$ cat src/rtl/vx_gpr_req_arb.sv
// Round-robin arbiter that turns per-requester GPR read requests into registered bank-read beats.
// Optional third-operand support (rs3 beat / BEAT1) is enabled by defining GPR_REQ_RS3_EN.

`ifndef NW_BITS
`define NW_BITS 4
`endif
`ifndef NR_BITS
`define NR_BITS 5
`endif

module vx_gpr_req_arb #(
  parameter int NUM_REQS = 4,
  parameter int REQ_BITS = $clog2(NUM_REQS)
) (
  input  logic                          clk,
  input  logic                          reset,
  input  logic [NUM_REQS-1:0]           req_valid,
  input  logic [NUM_REQS*`NW_BITS-1:0]  req_wid,
  input  logic [NUM_REQS*`NR_BITS-1:0]  req_rs1,
  input  logic [NUM_REQS*`NR_BITS-1:0]  req_rs2,
`ifdef GPR_REQ_RS3_EN
  input  logic [NUM_REQS*`NR_BITS-1:0]  req_rs3,
  input  logic [NUM_REQS-1:0]           req_use_rs3,
`endif
  output logic [NUM_REQS-1:0]           req_ready,
  output logic                          gpr_valid,
  input  logic                          gpr_ready,
  output logic [`NW_BITS-1:0]           gpr_wid,
  output logic [`NR_BITS-1:0]           gpr_raddr_a,
  output logic [`NR_BITS-1:0]           gpr_raddr_b,
  output logic [REQ_BITS-1:0]           gpr_tag,
  output logic                          gpr_phase,
  output logic                          gpr_last
);

  localparam int NW = `NW_BITS;
  localparam int NR = `NR_BITS;

  typedef enum logic [1:0] {
    IDLE  = 2'd0,
    BEAT0 = 2'd1
`ifdef GPR_REQ_RS3_EN
    ,BEAT1 = 2'd2
`endif
  } state_t;

  state_t               state, state_n;
  logic [REQ_BITS-1:0]  rr_ptr, rr_ptr_n;
  logic                 valid_n, phase_n, last_n;
  logic [NW-1:0]        wid_n;
  logic [NR-1:0]        raddr_a_n, raddr_b_n;
  logic [REQ_BITS-1:0]  tag_n;

  logic [NW-1:0]        wid_arr [NUM_REQS];
  logic [NR-1:0]        rs1_arr [NUM_REQS];
  logic [NR-1:0]        rs2_arr [NUM_REQS];

`ifdef GPR_REQ_RS3_EN
  logic [NR-1:0]        rs3_arr [NUM_REQS];
  logic [NR-1:0]        rs3_q, rs3_n;
  logic                 use_rs3_q, use_rs3_n;
`endif

  for (genvar g = 0; g < NUM_REQS; g++) begin : g_unpack
    assign wid_arr[g] = req_wid[g*NW +: NW];
    assign rs1_arr[g] = req_rs1[g*NR +: NR];
    assign rs2_arr[g] = req_rs2[g*NR +: NR];
`ifdef GPR_REQ_RS3_EN
    assign rs3_arr[g] = req_rs3[g*NR +: NR];
`endif
  end

  logic                 slot_free;
  logic                 found;
  logic [REQ_BITS-1:0]  grant_idx;
  logic                 grant;

  // The beat slot can take a new request when the held beat is retiring for good.
  always_comb begin
    slot_free = 1'b0;
    case (state)
      IDLE:  slot_free = 1'b1;
`ifdef GPR_REQ_RS3_EN
      BEAT0: slot_free = gpr_ready & ~use_rs3_q;
      BEAT1: slot_free = gpr_ready;
`else
      BEAT0: slot_free = gpr_ready;
`endif
      default: slot_free = 1'b0;
    endcase
  end

  always_comb begin
    found     = 1'b0;
    grant_idx = '0;
    for (int i = 0; i < NUM_REQS; i++) begin
      if (!found && req_valid[rr_ptr + REQ_BITS'(i)]) begin
        found     = 1'b1;
        grant_idx = rr_ptr + REQ_BITS'(i);
      end
    end
  end

  // Reset gates the grant so req_ready is quiet the instant reset drops.
  assign grant     = slot_free & found & reset;
  assign req_ready = grant ? (NUM_REQS'(1) << grant_idx) : '0;

  always_comb begin
    state_n   = state;
    rr_ptr_n  = rr_ptr;
    valid_n   = gpr_valid;
    wid_n     = gpr_wid;
    raddr_a_n = gpr_raddr_a;
    raddr_b_n = gpr_raddr_b;
    tag_n     = gpr_tag;
    phase_n   = gpr_phase;
    last_n    = gpr_last;
`ifdef GPR_REQ_RS3_EN
    rs3_n     = rs3_q;
    use_rs3_n = use_rs3_q;
`endif
    if (grant) begin
      state_n   = BEAT0;
      rr_ptr_n  = grant_idx + REQ_BITS'(1);
      valid_n   = 1'b1;
      wid_n     = wid_arr[grant_idx];
      raddr_a_n = rs1_arr[grant_idx];
      raddr_b_n = rs2_arr[grant_idx];
      tag_n     = grant_idx;
      phase_n   = 1'b0;
`ifdef GPR_REQ_RS3_EN
      last_n    = ~req_use_rs3[grant_idx];
      rs3_n     = rs3_arr[grant_idx];
      use_rs3_n = req_use_rs3[grant_idx];
`else
      last_n    = 1'b1;
`endif
    end else begin
      case (state)
        BEAT0: begin
          if (gpr_ready) begin
`ifdef GPR_REQ_RS3_EN
            if (use_rs3_q) begin
              state_n   = BEAT1;
              raddr_a_n = rs3_q;
              raddr_b_n = '0;
              phase_n   = 1'b1;
              last_n    = 1'b1;
            end else
`endif
            begin
              state_n = IDLE;
              valid_n = 1'b0;
            end
          end
        end
`ifdef GPR_REQ_RS3_EN
        BEAT1: begin
          if (gpr_ready) begin
            state_n = IDLE;
            valid_n = 1'b0;
          end
        end
`endif
        default: ;
      endcase
    end
  end

  always_ff @(posedge clk or negedge reset) begin
    if (!reset) begin
      state       <= IDLE;
      rr_ptr      <= '0;
      gpr_valid   <= 1'b0;
      gpr_wid     <= '0;
      gpr_raddr_a <= '0;
      gpr_raddr_b <= '0;
      gpr_tag     <= '0;
      gpr_phase   <= 1'b0;
      gpr_last    <= 1'b0;
`ifdef GPR_REQ_RS3_EN
      rs3_q       <= '0;
      use_rs3_q   <= 1'b0;
`endif
    end else begin
      state       <= state_n;
      rr_ptr      <= rr_ptr_n;
      gpr_valid   <= valid_n;
      gpr_wid     <= wid_n;
      gpr_raddr_a <= raddr_a_n;
      gpr_raddr_b <= raddr_b_n;
      gpr_tag     <= tag_n;
      gpr_phase   <= phase_n;
      gpr_last    <= last_n;
`ifdef GPR_REQ_RS3_EN
      rs3_q       <= rs3_n;
      use_rs3_q   <= use_rs3_n;
`endif
    end
  end

`ifndef SYNTHESIS
  assert property (@(posedge clk) disable iff (!reset) $onehot0(req_ready));
`endif

endmodule

$ cat config.mk
export PLATFORM = sky130hd
export DESIGN_NAME = vx_gpr_req_arb
export DESIGN_NICKNAME = d
export VERILOG_FILES = /design/src/rtl/vx_gpr_req_arb.sv
export SDC_FILE = /design/constraint.sdc
export NUM_CORES = 1
export LEC_CHECK = 0
export BUFFER_PORTS_ARGS = -buffer_cell sky130_fd_sc_hd__buf_4
export CAP_MARGIN = 0
export CORE_ASPECT_RATIO = 0.8
export CORE_MARGIN = 2
export CORE_UTILIZATION = 46
export CTS_BUF_LIST = sky130_fd_sc_hd__clkbuf_8
export DETAILED_ROUTE_END_ITERATION = 6
export PLACE_DENSITY = 0.87
export SLEW_MARGIN = 20
export SYNTH_ARGS = -nofsm -noshare
export SYNTH_HDL_FRONTEND = slang
export SYNTH_SLANG_ARGS = --single-unit
$ cat constraint.sdc
create_clock -name clk -period 5.8 [get_ports clk]
set_clock_uncertainty 0.2 [all_clocks]
set_input_delay 0.29 -clock clk [delete_from_list [all_inputs] [get_ports clk]]
set_output_delay 0.29 -clock clk [all_outputs]
set_load 0.01 [all_outputs]
; Word level (Yosys, flattened, before mapping)
; Cells that the tools add are included.
[classes]
n_mul = 0
bitwise = 3
n_eq_ne = 1
n_reduce_logical = 10
shifts = 1
n_lt_le_gt_ge = 5
n_mux = 33
addsub = 4
div_mod_pow = 0
[ops]
columns = cell, n
row1 = $bmux W5 S2, 2
row2 = $mux W5, 4
row3 = $mux W2, 7
row4 = $lt A2 B3 Y1 const B, 4
row5 = $mux W4, 3
row6 = $mux W1, 11
row7 = $bmux W1 S2, 4
row8 = $bmux W4 S2, 1
row9 = $add A2 B1 Y2 const B, 2
row10 = $add A2 B2 Y2 const B, 2
row11 = $reduce_bool A2 Y1, 2
row12 = $shl A1 B2 Y4 const A, 1
row13 = $ge A3 B3 Y1 const B, 1
row14 = $logic_and A1 B1 Y1, 3
row15 = $logic_not A1 Y1, 3
row16 = $not A2 Y3, 1
row17 = $and A1 B1 Y1, 2
row18 = $eq A2 B1 Y1 const B, 1
row19 = $logic_not A2 Y1, 1
row20 = $pmux W1 S2, 1
row21 = $reduce_and A2 Y1, 1
[word_totals]
romBits = 0
output_inout_bits = 23
wordCells = 65
ram_bits = 0
n_memories = 0
latchBits = 0
in_bits = 63
reg_bits = 22

; Longest topological paths before layout
; Gate-level depths: netlist of run 1.
[depth]
depth_word = 16
depth_mapped = 9
mapped_depth_nobuf = 6

; Worst setup path after synthesis of run 1
; OpenSTA, ideal clock, no wires.
[synth_path]
kind = reg-to-output
from = register rr_ptr[1]
to = output port req_ready[0]
path_buffers = 2
slack_ns = 3.657
arrival_time_ns = 1.653
required_ns = 5.310
stages_incl_launch_ff = 9
path_cell_list = dfrtp_1 > mux2i_1 > o22ai_2 > nor2_4 > inv_2 > buf_8 > buf_8 > ha_1 > and2_1
[synth_via]
elab_cells_between_ends = 29
classes_between = 3 x add/sub / 1 x shift / 17 x mux / 2 x bitwise / 6 x reduce/logical
[synth_rtl]
columns = item, line_no
row1 = from (decl), 48  ; logic [REQ_BITS-1:0] rr_ptr, rr_ptr_n;
row2 = from (signal assigned), 187  ; rr_ptr <= rr_ptr_n;
row3 = branches (longest 11 deep; another with $add A2 B1 Y2), n/a
row4 = $mux W2 (*), 97  ; if (!found && req_valid[rr_ptr + REQ_BITS'(i)]) begin
row5 = named net grant_idx[0], 75  ; logic [REQ_BITS-1:0] grant_idx;
row6 = $shl A1 B2 Y4 (*), 106  ; assign req_ready = grant ? (NUM_REQS'(1) << grant_idx) : '0;
row7 = $mux W4 (*), 106
row8 = to (decl), 25  ; output logic [NUM_REQS-1:0] req_ready,
; Mark *: on every way through the listed nets, which the timed path passes. The select of a mux whose other input is x is not followed.

; Worst setup path after layout of run 1
[layout_path]
from = input port reset
to = register gpr_raddr_a[0]
[layout_via]
elab_chain_cells = 1
[layout_rtl]
columns = item, line_no
row1 = from (decl), 16  ; input logic reset,
row2 = $and A1 B1 Y1, 105  ; assign grant = slot_free & found & reset;
row3 = to (signal assigned), 190  ; gpr_raddr_a <= raddr_a_n;
row4 = to (decl), 29  ; output logic [`NR_BITS-1:0] gpr_raddr_a,
; Every way passes these cells.
; A chain may end at the register's enable or synchronous reset.

==> out/results.tsv, run 1 <==
metric	value	unit
layout-drive-gt1-share	0.466	
r2r_start	gpr_valid$_DFFE_PN0P_	
startpoint	reset	
grt_antenna_before_repair	0	
m1WireLength	1760	um
syn_avg_cell_area	9.83	um^2
yosys.area.top_type	dfrtp_1	
cts_tree	done	
synth-compound-area-share	0.257	
synth_top_family_by_area	compound AO/OA/AOI/OAI gates	
ys_seq_elements	20	
p_int	0.000446	W
gr-total-overflow	0	
regArea	500	um^2
dr_total_vias	1490	
synthTopCellsByCount	20 x dfrtp_1, 10 x a211oi_1, 9 x a21oi_1, 9 x nor2_1	
routed_wirelength	4290	um
finalSetupTns	0	ns
fp.coreArea	2810	um^2
clk_latency	0.26	ns
p_total	0.000688	W
drtAntennaViolNets	0	
grt_pass1_wl	6740	um
clockRootBuffer	clkbuf_8	
synthXorXnorAreaFrac	0	
worstSetupPathType	in2reg	
cts_setup_buffers	0	
muxShareOfSynthArea	0.129	
path_cells	dlygate4sd3_1 -> buf_4 -> o41ai_2 -> nor2b_1 -> o211ai_1 -> buf_4 -> a211oi_1 -> a211oi_1	
wl_met2	2090	um
synth_area_leaders	dfrtp_1 36%, a221o_1 5.8%, a211oi_1 5.4%	
worst_slew_pin_slew	0.912	ns
routed.top_layer	met4	
grt_pass1_vias	1430	
die_h	53.1	um
yosysUniqueCellTypes	36	
synth_top_area_share	0.361	
arrival	3.03	ns
cap_violations	0	
cts_buffers	3	
synth_ff_type	dfrtp_1	
power.share.sequential	0.326	
crit_required	5.70	ns
synthAdderAreaFrac	0.0361	
slew_headroom	0.391	
wl_met3	387	um
drv_slew	0	
drt_pass1_iterations	4	
grt_max_degree	24	
clkPwrFrac	0.203	
post-route-period-util	0.540	
cellPowerDensity	330	nW/um^2
hold_path_class	in2reg	
final_util	0.742	
nFillCells	223	
end_kind	register	
start_kind	input port	
diodes	0	
min_from	req_valid[0]	
die_area	3470	um^2
ir_drop	0.164	mV
final-setup-viol-count	0	
status	finished clean	
cts_max_level	1	
cp_max_fo	21	
max_stage_delay	0.73	ns
drc	0	
final_nets	289	
syn_area	1390	um^2
clkTransAtPathRegs	0.08	ns
start_util	0.494	
power_switching	0.000242	W
fin_crit	3.13	ns
swShare	0.352	
place_congestion	0.785	
viasPerCell	5.75	
synth_most_common_cell	dfrtp_1	
hold_viol	0	
syn_to_final_growth	50.4	%
yosys_warnings	0	
clockBufferDepth	2	
rsz0062_at_grt	false	
fmax	319	MHz
p_leak	1.03	nW
syn_inst	141	
ios	86	
yosysSeqAreaShare	0.361	
grt_usage	0.260	
clock-sinks	20	
yosys.area_share.simple	0.157	
wl_per_cell	16.5	um
multiInputGateArea	810	um^2
power_frac_comb	0.472	
synthArstFlopShare	1.00	
rows	17	
slowest_stage	nor2b_1	
synth_edf_count	0	
dpl.hpwl	3210	um
drt_iter0_drc	115	
die_width	65.4	um
io_buffers	84	
synth_nets	208	
==> routing by layer <==
layer / up-vias / global-route usage
met4: 0 / 0.0799
met1: 715 / 0.320
met5: - / 0
met2: 87 / 0.444
met3: 6 / 0.0745
li1: 682 / -
==> layout by cell type (no fill, tap or decap), drive strengths merged <==
cell         instances
nand2                8
a21boi               2
o21a                 1
and2                 5
a211oi              12
ha                   4
dfrtp               20
o22a                 1
a21oi                9
conb                 1
o21bai               1
a221o                8
bufinv               1
mux2                 8
nor2b                2
a21o                 1
and3                 6
nand2b               3
inv                  2
o21ai                9
nor2                10
nand3                8
o41ai                1
o211ai               1
clkbuf               3
mux2i                7
dlygate4sd3          1
o22ai                1
buf                 85
==> final timing paths <==
kind,endpoint,slack [ns],depth (start not counted)
setup / recovery,gpr_raddr_a[0]$_DFFE_PN0P_,2.67,8
hold / removal,gpr_valid$_DFFE_PN0P_,0.12,3
setup reg to reg,gpr_raddr_a[0]$_DFFE_PN0P_,3.13,6
hold reg to reg,gpr_last$_DFFE_PN0P_,0.28,1
max in group asynchronous,gpr_raddr_a[4]$_DFFE_PN0P_,4.93,2
min in group asynchronous,gpr_valid$_DFFE_PN0P_,0.25,2
==> registers in the layout (all words and copies together) (netlist names) <==
| signal | flops |
|---|---|
| gpr_tag | 2 |
| rr_ptr | 2 |
| gpr_raddr_a | 5 |
| gpr_last | 1 |
| gpr_wid | 4 |
| gpr_valid | 1 |
| gpr_raddr_b | 5 |
==> power by group through the flow <==
stage / logic, W / registers [W] / clock network [W]
floorplan: 0.000177 / 0.000236 / 0
global placement: 0.000311 / 0.000222 / 0
detailed placement: 0.000322 / 0.000223 / 0
CTS: 0.000323 / 0.000222 / 0.000140
global route: 0.000352 / 0.000228 / 0.000148
finish: 0.000324 / 0.000224 / 0.000139
==> metrics by stage <==
step	cells	area (um^2)	setup slack [ns]	hold slack [ns]
2_1_floorplan	141	1390	3.66	-0.206
3_3_place_gp	253	1990	3.00	-0.0139
3_5_place_dp	253	1990	2.79	-0.00888
4_1_cts	258	2070	2.54	0.117
5_1_grt	259	2080	2.45	0.130
6_report	259	2080	2.67	0.121
==> cell type report <==
class                      instances  share of cell area
clock buffer                       3              0.0198
clock inverter                     1              0.0144
inverter                           2             0.00360
multi-input combinational        109               0.388
sequential                        20               0.240
tap                               38              0.0228
timing repair buffer              86               0.311
==> critical path, delay by kind of cell <==
family	cells	cell delay, ns
buffers and inverters	3	1.11
AOI/OAI and AO/OA	4	0.89
and+or+nand+nor	1	0.73
==> logic make-up after synthesis <==
family	after synthesis
flip-flops	20
buffers and inverters	12
AND/OR/NAND/NOR	42
AO/OA/AOI/OAI	47
adder cells (fa/ha/maj)	4
multiplexers	15
other	1
==> what timing repair did <==
action / 4_1_cts / 5_1_grt
hold buffers: 1 / 0
hold endpoints to repair: 20 / 0
resized for setup: 0 / 0
No activity file was read; power rests on OpenSTA's default activity.
==> inputs of run 2 (changes only) <==
- ABC_AREA: default -> 1
- CORE_UTILIZATION: 46 -> 43
- PLACE_DENSITY: 0.87 -> 0.81
- clock period: 5.8 -> 2.75 ns (I/O delays scaled with it)
==> out/results.tsv, run 2 <==
metric	value	unit	change
yosysUniqueCellTypes	21		was 36
ios	86		unchanged
rows	20		was 17
cts_max_level	1		unchanged
met2_usage	0.461		was 0.444
grt_antenna_before_repair	0		unchanged
synth_top_area_share	0.316		was 0.361
p_leak	1.64	nW	was 1.03 nW
synthArstFlopShare	1.00		unchanged
synth_most_common_cell	nand2_1		was dfrtp_1
dr_total_vias	2256		was 1490
syn_inst	290		was 141
viasPerCell	4.92		was 5.75
post_dp_cell_area	2380	um^2	was 1990 um^2
clock-sinks	20		unchanged
regArea	502	um^2	was 500 um^2
drt_pass1_iterations	4		unchanged
clockBufferDepth	2		unchanged
grt_use_met3	0.0349		was 0.0745
synth_ff_type	dfrtp_1		unchanged
synth_area_leaders	nand2_1 32%, dfrtp_1 29%, inv_1 8.3%		was dfrtp_1 36%, a221o_1 5.8%, a211oi_1 5.4%
drt_iter0_drc	158		was 115
critical-path-top-delay-family	buffers and inverters		unchanged
cap_violations	0		unchanged
syn_to_final_growth	63.2	%	was 50.4%
yosys_warnings	0		unchanged
ir_drop	0.612	mV	was 0.164 mV
routed_wirelength	5860	um	was 4290 um
nFillCells	304		was 223
drv_slew	0		unchanged
worstSetupPathType	reg2reg		was in2reg
ys_seq_elements	20		unchanged
busiest_layer	met2		unchanged
post-route-period-util	0.963		
status	finished clean		unchanged
final-setup-viol-count	0		unchanged
dpl.hpwl	3720	um	was 3210 um
mostFrequentLayoutCells	143 x nand2_1, 92 x buf_4, 38 x inv_1, 28 x nand3_1, 28 x dlygate4sd3_1		was 85 x buf_4, 20 x dfrtp_1, 10 x a211oi_1, 9 x a21oi_1
final_nets	472		was 289
grt_usage	0.257		was 0.260
clkTransAtPathRegs	0.08	ns	about the same
die_h	60.4	um	was 53.1 um
multiInputGateArea	983	um^2	was 810 um^2
cp_max_fo	18		was 21
cts_buffers	3		unchanged
use_met1	0.316		was 0.320
yosys.area.top_type	nand2_1		was dfrtp_1
start_util	0.450		was 0.494
fin_crit	2.65	ns	
drtAntennaViolNets	0		unchanged
cts_tree	done		unchanged
path_buf_inv	4		was 3
place_congestion	0.854		was 0.785
syn_avg_cell_area	5.90	um^2	was 9.83 um^2
top_regs	gpr_raddr_a (5), gpr_raddr_b (5), gpr_wid (4)		unchanged
rsz0062_at_grt	true		was false
finish.instance_area	2790	um^2	was 2080 um^2
yosysSeqAreaShare	0.293		was 0.361
synth_nets	357		was 208
die_area	4500	um^2	was 3470 um^2
final_common_cell	nand2_1		was buf_4
start_kind	register		was input port
drc	0		unchanged
syn_area	1710	um^2	was 1390 um^2
max_stage_delay	0.58	ns	was 0.73 ns
arrival	2.60	ns	was 3.03 ns
gr-total-overflow	0		unchanged
cp_common_cell	nand2_1		
end_kind	register		unchanged
die_width	74.5	um	was 65.4 um
diodes	0		unchanged
grt_pass1_wl	8960	um	was 6740 um
wl_per_cell	12.8	um	was 16.5 um
fp.coreArea	3800	um^2	was 2810 um^2
crit_required	2.70	ns	was 5.70 ns
synthTopCellsByCount	144 x nand2_1, 38 x inv_1, 28 x nand3_1		was 20 x dfrtp_1, 10 x a211oi_1, 9 x a21oi_1, 9 x nor2_1
cellPowerDensity	1320	nW/um^2	was 330 nW/um^2
clk_latency	0.26	ns	about the same
io_buffers	84		unchanged
synth_edf_count	0		unchanged
fmax	377	MHz	
layout-drive-gt1-share	0.295		was 0.466
clockRootBuffer	clkbuf_8		unchanged
grt_pass1_vias	2069		was 1430
hold_viol	0		unchanged
p_total	0.00370	W	was 0.000688 W
hold_path_class	in2reg		unchanged
path_cells	buf_2 -> nand2_1 -> nand3_1 -> nand2_2 -> inv_2 -> nand3_1 -> nand3_4 -> buf_8 -> nand2_1 -> nand2_1 -> dlygate4sd3_1 -> nand2_1 -> nand3_1		was dlygate4sd3_1 -> buf_4 -> o41ai_2 -> nor2b_1 -> o211ai_1 -> buf_4 -> a211oi_1 -> a211oi_1
grt_max_degree	22		was 24
slowest_stage	dlygate4sd3_1		was nor2b_1
## run 2: cell types whose count changed in the layout (fill, tap and decap cells not counted), sizes merged, moves of 9 or more
cell | before | now
nand2 | 8 | 149
inv | 2 | 44
dlygate4sd3 | 1 | 28
nand3 | 8 | 31
a211oi | 12 | 0
nand4 | 0 | 12
a21oi | 9 | 0
buf | 85 | 94
## run 2: timing repair
| item | in CTS | in global routing |
|---|---|---|
| hold buffers | 28 | 0 |
| hold endpoints to repair | 29 | 0 |
| endpoints found under the setup margin | 0 | 12 |
| setup buffers | 0 | 3 |
| resized for setup | 0 | 13 |
## run 2: worst register-to-register path, cell delays in order, from the launching register on
cell           delay, ns
dfrtp_2             0.45
buf_2               0.17
nand2_1             0.09
nand3_1             0.12
nand2_2             0.14
inv_2               0.05
nand3_1             0.15
nand3_4             0.13
buf_8               0.18
nand2_1             0.06
nand2_1             0.05
dlygate4sd3_1       0.58
nand2_1             0.11
nand3_1             0.07
## run 2: cells by family (layout without fill, tap and decap cells)
group	count (synthesis)	in the layout	synth area share
other cells	1	1	0.00219
fa+ha+maj	4	4	0.0293
simple gates	204	204	0.513
buf+inv	56	170	0.147
compound gates	5	5	0.0161
flops	20	20	0.293
## run 2: cell type report
| cell class | count | share of cell area |
|---|---|---|
| clock buffer | 3 | 0.0148 |
| tap | 55 | 0.0247 |
| timing repair buffer | 122 | 0.355 |
| sequential | 20 | 0.180 |
| multi-input combinational | 214 | 0.352 |
| inverter | 44 | 0.0628 |
| clock inverter | 1 | 0.0108 |
## run 2: stage by stage
stage          hold WS, ns  utilization  setup slack, ns  TNS [ns]  std cells
3_5_place_dp        -0.157        0.625            0.360         0        424
5_1_grt             0.0229        0.734          -0.0333   -0.0337        459
3_3_place_gp        -0.164        0.625            0.404         0        424
6_report           0.00880        0.734            0.101         0        459
2_1_floorplan       -0.358            -            0.640         0        290
4_1_cts            0.00166        0.718           0.0522         0        456
## run 2: path summary, 6_finish.rpt
check                                           start                    endpoint  slack [ns]  cells past startpoint
max                             rr_ptr[0]$_DFFE_PN0P_      gpr_wid[3]$_DFFE_PN0P_        0.10                     13
min                                       req_rs1[13]  gpr_raddr_a[3]$_DFFE_PN0P_       0.009                      5
max reg2reg                     rr_ptr[0]$_DFFE_PN0P_      gpr_wid[3]$_DFFE_PN0P_        0.10                     13
min reg2reg                gpr_raddr_b[0]$_DFFE_PN0P_  gpr_raddr_b[0]$_DFFE_PN0P_        0.29                      2
max in group asynchronous                       reset       rr_ptr[0]$_DFFE_PN0P_        2.02                      2
min in group asynchronous                       reset  gpr_raddr_b[0]$_DFFE_PN0P_        0.09                      2
## run 2: power by group
group | internal [W] | leakage (nW) | switching, W | total [W]
combinational | 0.00120 | 1.36 | 0.00167 | 0.00287
sequential | 0.000438 | 0.242 | 0.0000952 | 0.000533
clock | 0.000195 | 0.0357 | 0.000103 | 0.000298
total | 0.00183 | 1.64 | 0.00187 | 0.00370
## run 2: routing by layer
layer / wire length (um) / up-vias
li1: - / 1111
met4: 153 / 0
met5: 0 / -
met1: 2400 / 1019
met2: 2930 / 110
met3: 375 / 16
==> inputs of run 3 (changes only) <==
- ABC_AREA: 1 -> default
- CORE_UTILIZATION: 43 -> 40
==> out/results.tsv, run 3 (synthesis gave the netlist of run 1 again) <==
metric	value	unit	change
status	finished clean		unchanged
dpl.hpwl	3210	um	was 3720 um
post_dp_cell_area	2030	um^2	was 2380 um^2
fp.coreArea	3380	um^2	was 3800 um^2
slew_headroom	0.276		
grt_max_degree	21		was 22
grt_antenna_before_repair	0		unchanged
critical-path-top-delay-family	buffers and inverters		unchanged
cellPowerDensity	636	nW/um^2	was 1320 nW/um^2
final_common_cell	buf_4		was nand2_1
final_nets	296		was 472
diodes	0		unchanged
max_stage_delay	0.54	ns	was 0.58 ns
post-route-period-util	0.923		was 0.963
gr-total-overflow	0		unchanged
drt_iter0_drc	62		was 158
hold_path_class	in2reg		unchanged
fin_crit	2.54	ns	was 2.65 ns
cp_common_cell	buf_4		was nand2_1
die_area	3960	um^2	was 4500 um^2
dr_total_vias	1451		was 2256
r2r_end	gpr_raddr_a[4]$_DFFE_PN0P_		was gpr_wid[3]$_DFFE_PN0P_
rows	19		was 20
cp_max_fo	15		was 18
clockRootBuffer	clkbuf_8		unchanged
drt_pass1_iterations	4		unchanged
io_buffers	84		unchanged
clockBufferDepth	2		unchanged
viasPerCell	5.39		was 4.92
r2r_start	rr_ptr[1]$_DFFE_PN0P_		was rr_ptr[0]$_DFFE_PN0P_
rsz0062_at_grt	false		was true
path_buf_inv	4		unchanged
r2r_cells	6		was 13
p_total	0.00135	W	was 0.00370 W
end_kind	output port		was register
finalSetupTns	0	ns	unchanged
clk_latency	0.25	ns	was 0.26 ns
die_width	69.8	um	was 74.5 um
start_kind	input port		was register
syn_to_final_growth	52.7	%	was 63.2%
p_leak	1.04	nW	was 1.64 nW
drtAntennaViolNets	0		unchanged
clock-sinks	20		unchanged
cts_buffers	3		unchanged
stdcell_count	269		was 459
worstSetupPathType	in2out		was reg2reg
regToRegSetupSlack	0.29	ns	was 0.10 ns
hold_viol	0		unchanged
arrival	2.20	ns	was 2.60 ns
endpoint	req_ready[0]		was gpr_wid[3]$_DFFE_PN0P_
cap_violations	0		unchanged
cts_max_level	1		unchanged
multiInputGateArea	807	um^2	was 983 um^2
postCtsResizedCells	0		unchanged
clkTransAtPathRegs	0.07	ns	was 0.08 ns
cts_tree	done		unchanged
fmax	394	MHz	was 377 MHz
nFillCells	311		was 304
drv_slew	0		unchanged
top_regs	gpr_raddr_a (5), gpr_raddr_b (5), gpr_wid (4)		unchanged
crit_required	2.41	ns	was 2.70 ns
place_congestion	0.805		was 0.854
die_h	56.7	um	was 60.4 um
regArea	500	um^2	was 502 um^2
start_util	0.411		was 0.450
slowest_stage	dlygate4sd3_1		unchanged
path_cells	dlygate4sd3_1 -> buf_4 -> a21boi_2 -> o22ai_2 -> nor2_4 -> inv_2 -> ha_1 -> and2_1 -> buf_4		was buf_2 -> nand2_1 -> nand3_1 -> nand2_2 -> inv_2 -> nand3_1 -> nand3_4 -> buf_8 -> nand2_1 -> nand2_1 -> dlygate4sd3_1 -> nand2_1 -> nand3_1
startpoint	req_valid[1]		was rr_ptr[0]$_DFFE_PN0P_
grt_pass1_vias	1440		was 2069
finish.instance_area	2120	um^2	was 2790 um^2
grt_usage	0.213		was 0.257
routed_wirelength	4190	um	was 5860 um
final-setup-viol-count	0		unchanged
worst_slew_pin_slew	1.08	ns	
grt_pass1_wl	6690	um	was 8960 um
ir_drop	0.288	mV	was 0.612 mV
placedCellCount	261		was 424
layout-drive-gt1-share	0.463		was 0.295
crit_cells	9		was 13
drc	0		unchanged
ios	86		unchanged
mostFrequentLayoutCells	89 x buf_4, 20 x dfrtp_1, 10 x a211oi_1, 9 x nor2_1, 9 x a21oi_1		was 143 x nand2_1, 92 x buf_4, 38 x inv_1, 28 x nand3_1, 28 x dlygate4sd3_1
wl_per_cell	15.6	um	was 12.8 um
-- run 3: changes by cell type in the layout (fill, tap and decap cells not counted), moves of 4 or more --
cell           delta
nand2_1         -135
inv_1            -37
dlygate4sd3_1    -24
nand3_1          -20
nand4_1          -12
a211oi_1         +10
a21oi_1           +9
a221o_1           +8
mux2i_1           +7
and3_1            +6
o21ai_0           +6
mux2_4            +5
nand2_2           -5
and2_1            +4
-- run 3: worst min path at each step --
stage,startpoint,to,cells past startpoint
floorplan,reset,gpr_last$_DFFE_PN0P_,0
global placement,reset,gpr_raddr_b[2]$_DFFE_PN0P_,2
detailed placement,reset,gpr_wid[0]$_DFFE_PN0P_,2
CTS,req_rs1[10],gpr_raddr_a[0]$_DFFE_PN0P_,3
global route,req_wid[8],gpr_wid[0]$_DFFE_PN0P_,3
finish,req_rs2[12],gpr_raddr_b[2]$_DFFE_PN0P_,3
-- run 3: tightest hold or removal path, stage by stage --
cell	delay (ns)
buf_4	0.08
a211oi_1	0.05
a211oi_1	0.15
-- run 3: routing by layer --
| metal | part of all wire | GRT usage |
|---|---|---|
| met5 | 0 | 0 |
| met4 | 0.0045 | 0.0440 |
| met1 | 0.41 | 0.269 |
| met3 | 0.11 | 0.0736 |
| met2 | 0.48 | 0.358 |
-- run 3: timing repair --
action,in CTS,in global routing
hold buffers,4,0
hold endpoints to repair,21,0
setup buffers,0,0
-- run 3: power by group --
group,leakage [nW],internal [W],switching (W)
sequential,0.233,0.000392,0.0000745
clock,0.0216,0.0000975,0.0000960
combinational,0.789,0.000366,0.000321
-- run 3: area by class of cell --
| type | count | share of cell area |
|---|---|---|
| Sequential cell | 20 | 0.236 |
| Multi-Input combinational cell | 109 | 0.381 |
| Timing Repair Buffer | 93 | 0.335 |
| Clock buffer | 3 | 0.0195 |
| Inverter | 2 | 0.00355 |
| Tap cell | 42 | 0.0248 |
-- run 3: through the flow --
stage,util,hold WS [ns],setup slack [ns]
global route,0.627,0.0245,0.0956
CTS,0.625,0.0166,0.214
detailed placement,0.601,-0.0418,0.312
floorplan,-,-0.358,0.641
global placement,0.601,-0.0434,0.459
finish,0.627,0.0108,0.213
